$ cat config.mk
export PLATFORM = sky130hd
export DESIGN_NAME = bcd_7seg_scanner
export DESIGN_NICKNAME = d
export VERILOG_FILES = /design/src/rtl/bcd_7seg_scanner.sv
export SDC_FILE = /design/constraint.sdc
export NUM_CORES = 1
export LEC_CHECK = 0
export ABC_CLOCK_PERIOD_IN_PS = 4500
export CORE_ASPECT_RATIO = 2
export CORE_MARGIN = 10
export CORE_UTILIZATION = 57
export CTS_CLUSTER_SIZE = 10
export DETAILED_ROUTE_END_ITERATION = 7
export PLACE_DENSITY = 0.87
export SLEW_MARGIN = 30
export SYNTH_ARGS = -nofsm -noshare
export SYNTH_HDL_FRONTEND = slang
export SYNTH_SLANG_ARGS = --single-unit
$ cat constraint.sdc
create_clock -name clk -period 4.5 [get_ports clk]
set_clock_uncertainty 0.15 [all_clocks]
set_input_delay 0.675 -clock clk [delete_from_list [all_inputs] [get_ports clk]]
set_output_delay 0.675 -clock clk [all_outputs]
set_load 0.01 [all_outputs]
$ cat src/rtl/bcd_7seg_scanner.sv
// rtl/bcd_7seg_scanner.sv - multiplexed common-anode 7-segment scanner for packed BCD (option: LEADING_ZERO_BLANK_EN)
module bcd_7seg_scanner #(
  parameter int DIGITS  = 4,
  parameter int CLK_DIV = 50000
) (
  input  logic                  clk,
  input  logic                  reset,
  input  logic [4*DIGITS-1:0]   bcd_in,
  input  logic                  load,
  output logic [6:0]            seg,
  output logic [DIGITS-1:0]     an,
  output logic                  err,
  output logic                  frame_tick
);

  localparam int IDX_W = (DIGITS > 1) ? $clog2(DIGITS) : 1;
  localparam int PRE_W = $clog2(CLK_DIV);

  logic [PRE_W-1:0]    pre;
  logic [IDX_W-1:0]    idx;
  logic [4*DIGITS-1:0] val;

  logic                pre_wrap;
  logic                idx_last;
  logic [3:0]          nib;
  logic                any_bad;
  logic                blank;
  logic [6:0]          dec;
  logic [6:0]          seg_d;
  logic [DIGITS-1:0]   an_d;

  // Scan bookkeeping, nibble select and the error flag over every latched digit
  always_comb begin
    pre_wrap = (pre == PRE_W'(CLK_DIV - 1));
    idx_last = (idx == IDX_W'(DIGITS - 1));
    nib      = 4'd0;
    any_bad  = 1'b0;
    for (int i = 0; i < DIGITS; i++) begin
      if (idx == IDX_W'(i)) nib = val[4*i +: 4];
      if (val[4*i +: 4] > 4'd9) any_bad = 1'b1;
    end
  end

  // Leading-zero blanking: digit idx>=1 goes dark when it and every higher nibble are zero
  always_comb begin
`ifdef LEADING_ZERO_BLANK_EN
    blank = (idx != '0);
    for (int i = 0; i < DIGITS; i++) begin
      if ((IDX_W'(i) >= idx) && (val[4*i +: 4] != 4'd0)) blank = 1'b0;
    end
`else
    blank = 1'b0;
`endif
  end

  // Active-low segment decode {g,f,e,d,c,b,a}; non-BCD nibbles show a dash
  always_comb begin
    case (nib)
      4'd0:    dec = 7'b1000000;
      4'd1:    dec = 7'b1111001;
      4'd2:    dec = 7'b0100100;
      4'd3:    dec = 7'b0110000;
      4'd4:    dec = 7'b0011001;
      4'd5:    dec = 7'b0010010;
      4'd6:    dec = 7'b0000010;
      4'd7:    dec = 7'b1111000;
      4'd8:    dec = 7'b0000000;
      4'd9:    dec = 7'b0010000;
      default: dec = 7'b0111111;
    endcase
    seg_d = blank ? 7'b1111111 : dec;
    an_d  = ~(DIGITS'(1) << idx);
  end

  // State and registered outputs; outputs lag idx/val by one edge
  always_ff @(posedge clk) begin
    if (reset) begin
      pre        <= '0;
      idx        <= '0;
      val        <= '0;
      seg        <= 7'b1111111;
      an         <= '1;
      err        <= 1'b0;
      frame_tick <= 1'b0;
    end else begin
      if (load) val <= bcd_in;
      if (pre_wrap) begin
        pre <= '0;
        idx <= idx_last ? '0 : idx + 1'b1;
      end else begin
        pre <= pre + 1'b1;
      end
      seg        <= seg_d;
      an         <= an_d;
      err        <= any_bad;
      frame_tick <= pre_wrap && idx_last;
    end
  end

endmodule
==> results of run 1 <==
[power by group]
| group | leakage (µW) | switching, µW | internal [µW] |
|---|---|---|---|
| combinational | 0.000567 | 38.6 | 48.1 |
| sequential | 0.000386 | 11.1 | 434 |
| clock | 0.0000581 | 140 | 165 |
[how the worst max path moves through the flow]
| stage | end | cells after the start |
|---|---|---|
| 2_1_floorplan | seg[1] | 7 |
| 3_3_place_gp | seg[1] | 6 |
| 3_5_place_dp | seg[1] | 6 |
| 4_1_cts | seg[1] | 6 |
| 5_1_grt | seg[1] | 6 |
| 6_report | seg[1] | 6 |
[cells by family after synthesis]
group	count (synthesis)
adder cells (fa/ha/maj)	6
flip-flops	47
XOR/XNOR	13
AO/OA/AOI/OAI	30
multiplexers	19
AND/OR/NAND/NOR	80
buffers and inverters	18
[placed cells by master (no fill, tap or decap), types with 2 or more instances in the layout]
master           netlist  final
nor2_1                35     35
dfxtp_1               47     47
inv_1                  8      8
clkbuf_8               0      5
nor3b_1                5      5
ha_1                   6      6
nand2_1                4      4
a21oi_1                3      3
nand4_1                6      6
a211oi_1               6      5
and4_1                 3      3
mux2i_1               19     19
nand3_1                5      5
or4_1                  2      2
nand3b_1               4      4
a21o_1                 4      4
nand2b_1               5      5
clkdlybuf4s50_1        0     31
xnor2_1                4      4
a211o_1                2      2
o21bai_1               2      2
nor2b_1                2      2
o21ai_0                7      7
or3_1                  2      2
xor2_1                 9      9
[metrics by stage]
step	area, µm²	hold slack [ps]	instances	power, µW
floorplan	2050	276	213	498
global placement	2370	287	283	538
detailed placement	2370	304	283	540
CTS	2490	326	291	842
global route	2490	341	291	868
finish	2490	325	291	837
[critical path, cell delays in order, from the launching register on]
cell and delay (ps):
dfxtp_1 410, ha_1 480, a211oi_1 80, a221oi_1 680, ha_1 380, a21o_1 170, a21o_1 170
[state kept, by name (all words and copies together), names as in the netlist]
signal      cells
pre            16
frame_tick      1
seg             7
idx             2
val            16
err             1
an              4
[metal layers]
| layer | part of all wire | vias to the layer above | GRT usage |
|---|---|---|---|
| met1 | 0.34 | 763 | 0.112 |
| met2 | 0.60 | 35 | 0.292 |
| met4 | 0.031 | 0 | 0.0740 |
| met3 | 0.030 | 14 | 0.0374 |
| met5 | 0 | - | 0 |
| li1 | - | 798 | - |
[final cells by class]
cell class / count / area share
clock buffers: 5 / 0.0276
clock inverters: 3 / 0.0176
inverters: 8 / 0.0121
multi-input cells: 148 / 0.413
flip-flops and latches: 47 / 0.378
well taps: 48 / 0.0241
repair buffers: 32 / 0.128
==> flow_summary.toml, run 1 <==
[synth]
synth-simple-area-share = 0.211
synth_compound_area_frac = 0.105
synth_top_area_frac = 0.460
synth_top_family_by_area = "simple AND/OR/NAND/NOR gates"
syn_area_per_cell_um2 = 9.61
synth.area.mux_share = 0.0929
postSynthCellCount = 213
synth-edff-count = 0
async_flop_share = 0
ys_top_cells_by_area = "dfxtp_1 46%, mux2i_1 9.3%, nor2_1 6.4%"
syn-cell-area_um2 = 2050
syn_nets = 238
yosysMostFrequentCell = "dfxtp_1"
seq_area_frac_synth = 0.460
synthAdderAreaFrac = 0.0367
ys_types = 41
yosysWarnings = 0
ys_seq_elements = 47
synth_common_cells = "47 x dfxtp_1, 35 x nor2_1, 19 x mux2i_1"
synth_flop_cell = "dfxtp_1"
yosysTopAreaCell = "dfxtp_1"
synthXorXnorAreaFrac = 0.0556

[power]
pwr_density_cell_nw_per_um2 = 336
ir_worst_vdd_v = 0.000338
leakage_uw = 0.00101

[timing]
slew_violations = 0
rsz0062_at_grt = "no"
tightest_slew_ps = 941
fin_crit_ps = 2620
finalCritPeriodShare = 0.582
slew_headroom = 0.370
final.setup.worst_slack_ps = 1880
fin_tns_setup_ps = 0
hold_viol = 0
fmax_mhz = 382
setup_viol = 0

[setup_path]
worst-setup-path-type = "reg2reg"
cp-start-kind = "flip-flop"
ff2ff_path_depth = 6
r2r_slack_ps = 1880
crit_arrival_ps = 2670
crit_fanout = 14
regToRegEndpoint = "seg[1]"
rr_startpoint = "idx[0]"
critPathLaunch = "idx[0]"
end_kind = "flip-flop"
required_ps = 4550

[drt]
wl_per_cell_um = 16.0
ant_nets = 0
num_vias = 1610
drc = 0
drt_first_pass_iters = 4
routed_wirelength_mm = 4.66
drtIter0Drc = 77
avgViaCountPerCell = 5.53

[floorplanning]
core_um2 = 3420
die_x_um = 62.4
initial_core_util = 0.599
chipHeight_um = 105
die_area_um2 = 6530
placementRows = 30
ioPinCount = 32

[clocking]
clk_pin_slew_ps = 90
numCtsBuffers = 5
cts_resized = 0
cts_sinks = 47
root_buffer = "clkbuf_8"
holdBufCountCts = 0
post_cts_buffers = 0
cts_tree = "yes"
clock_latency_ps = 300
h-tree-depth = 2
clock_path_buffers = 2

[min_path]
holdPathStages = 1
hold_end = "pre[0]"
hp-class = "reg2reg"
worstHoldStart = "pre[0]"

[grt]
grt_use_total = 0.142
grt_first_pass_wirelength_mm = 7.56
grt_overflow = 0
grt_pass1_vias = 1673
grt_antenna_before_repair = 0
grt_start_max_net_pins = 33

[finish]
fin_util = 0.729
diodes = 0
final_layout_size_suffix_gt1_frac = 0.0658
area_growth_pct = 21.7
multi_input_area_um2 = 1030
fin_nets = 267
ff_latch_area_um2 = 941
fill_cells = 264

[placement]
place.gp.congestion = 0.891
dp_hpwl_mm = 3.53
place_ws_ps = 1930
numPortBuffers = 31

[run]
max_cap_violations = 0

[status]
status = "finished, final reports clean"
(Power assumes the default switching activity.)
==> run 2: changes to the inputs <==
ABC_CLOCK_PERIOD_IN_PS = 2520   (was 4500)
CORE_UTILIZATION = 53   (was 57)
PLACE_DENSITY = 0.82   (was 0.87)
clock period = 2.52 ns   (was 4.5 ns; I/O delays follow)
==> run 2 against run 1 <==
Global-route usage down 0.45 points; cell count up 2.4%; cell area up 2.5%; flip-flop and latch count unchanged; highest routed layer unchanged; largest power group unchanged.
==> flow_summary.toml, run 2 (synthesized netlist as in run 1, its figures left out) <==
[drt]
routed_wirelength_mm = 4.51
drc = 0
num_vias = 1580
ant_nets = 0
drtIter0Drc = 60
drt_first_pass_iters = 4
avgViaCountPerCell = 5.30
wl_per_cell_um = 15.1

[power]
leakage_uw = 0.00105
pwr_density_cell_nw_per_um2 = 621
finalPower_uw = 1590
ir_worst_vdd_v = 0.000715

[clocking]
clk_pin_slew_ps = 80
root_buffer = "clkbuf_8"
clock_path_buffers = 2
numCtsBuffers = 5
post_cts_buffers = 0
cts_tree = "yes"
cts_resized = 0
holdBufCountCts = 0
clock_latency_ps = 290
h-tree-depth = 2
cts_sinks = 47

[setup_path]
required_ps = 2570
end_kind = "flip-flop"
crit_fanout = 14
critPathSlowestCell = "ha_1"
critPathTopFamily = "compound AO/OA/AOI/OAI gates"
slowest_delay_ps = 460
crit_arrival_ps = 2310
path_buf_inv = 1
cp_cell_sequence = "ha_1 -> a211oi_1 -> a211o_1 -> inv_1 -> ha_1 -> a21o_1 -> a21o_1"
worst-setup-path-type = "reg2reg"
cp-start-kind = "flip-flop"

[finish]
final_layout_size_suffix_gt1_frac = 0.0803
reg_top3 = "pre: 16 flops, val: 16 flops, seg: 7 flops"
area_growth_pct = 24.7
final_cell_mix = "47 x dfxtp_1, 35 x nor2_1, 31 x clkdlybuf4s50_1"
fin_nets = 273
diodes = 0
final_common_cell = "dfxtp_1"

[floorplanning]
placementRows = 31
core_um2 = 3680
die_area_um2 = 6900
ioPinCount = 32
chipHeight_um = 108
initial_core_util = 0.556
die_x_um = 63.9

[timing]
fmax_mhz = 441
fin_tns_setup_ps = 0
slew_violations = 0
hold_viol = 0
rsz0062_at_grt = "no"
finalCritPeriodShare = 0.900
fin_crit_ps = 2270
tightest_slew_ps = 446
slew_headroom = 0.703
final.setup.worst_slack_ps = 251
setup_viol = 0

[grt]
grt_start_max_net_pins = 32
grt_overflow = 0
grt_use_total = 0.137
grt_first_pass_wirelength_mm = 7.68
grt_antenna_before_repair = 0
grt_pass1_vias = 1631

[placement]
dp_hpwl_mm = 3.41
numPortBuffers = 31
place.gp.congestion = 0.902
place_ws_ps = 271

[run]
max_cap_violations = 0

[status]
status = "finished, final reports clean"

[min_path]
hp-class = "reg2reg"
-- run 2: layout make-up --
cell class                 instances  area, µm²
timing repair buffer              38        363
clock buffer                       6       72.6
inverter                           8       30.0
fill                             285       1130
sequential                        47        941
tap                               49       61.3
multi-input combinational        148       1020
clock inverter                     2       60.1
-- run 2: routing by layer --
metal	global-route usage	vias up	routed length [µm]
met5	0	-	0
met2	0.278	28	2660
li1	-	810	-
met4	0.0425	0	59
met3	0.0302	5	146
met1	0.127	737	1650
-- run 2: worst paths after layout --
kind                             start     end  slack (ps)  depth (start not counted)
worst max-delay path            idx[0]  seg[1]         250                          7
worst min-delay path            pre[0]  pre[0]         310                          1
worst max register to register  idx[0]  seg[1]         250                          7
worst min register to register  pre[0]  pre[0]         310                          1
-- run 2: stage by stage --
stage	hold slack (ps)	instances	cell area (µm²)	utilization
2_1_floorplan	276	213	2050	-
3_3_place_gp	288	290	2420	0.657
3_5_place_dp	295	290	2420	0.657
4_1_cts	315	298	2550	0.693
5_1_grt	338	298	2550	0.693
6_report	308	298	2550	0.693
-- run 2: power by group --
group          internal, µW  switching (µW)  total, µW
sequential              774            19.9        794
clock                   396             237        633
combinational          90.1            67.5        158
total                  1260             325       1590
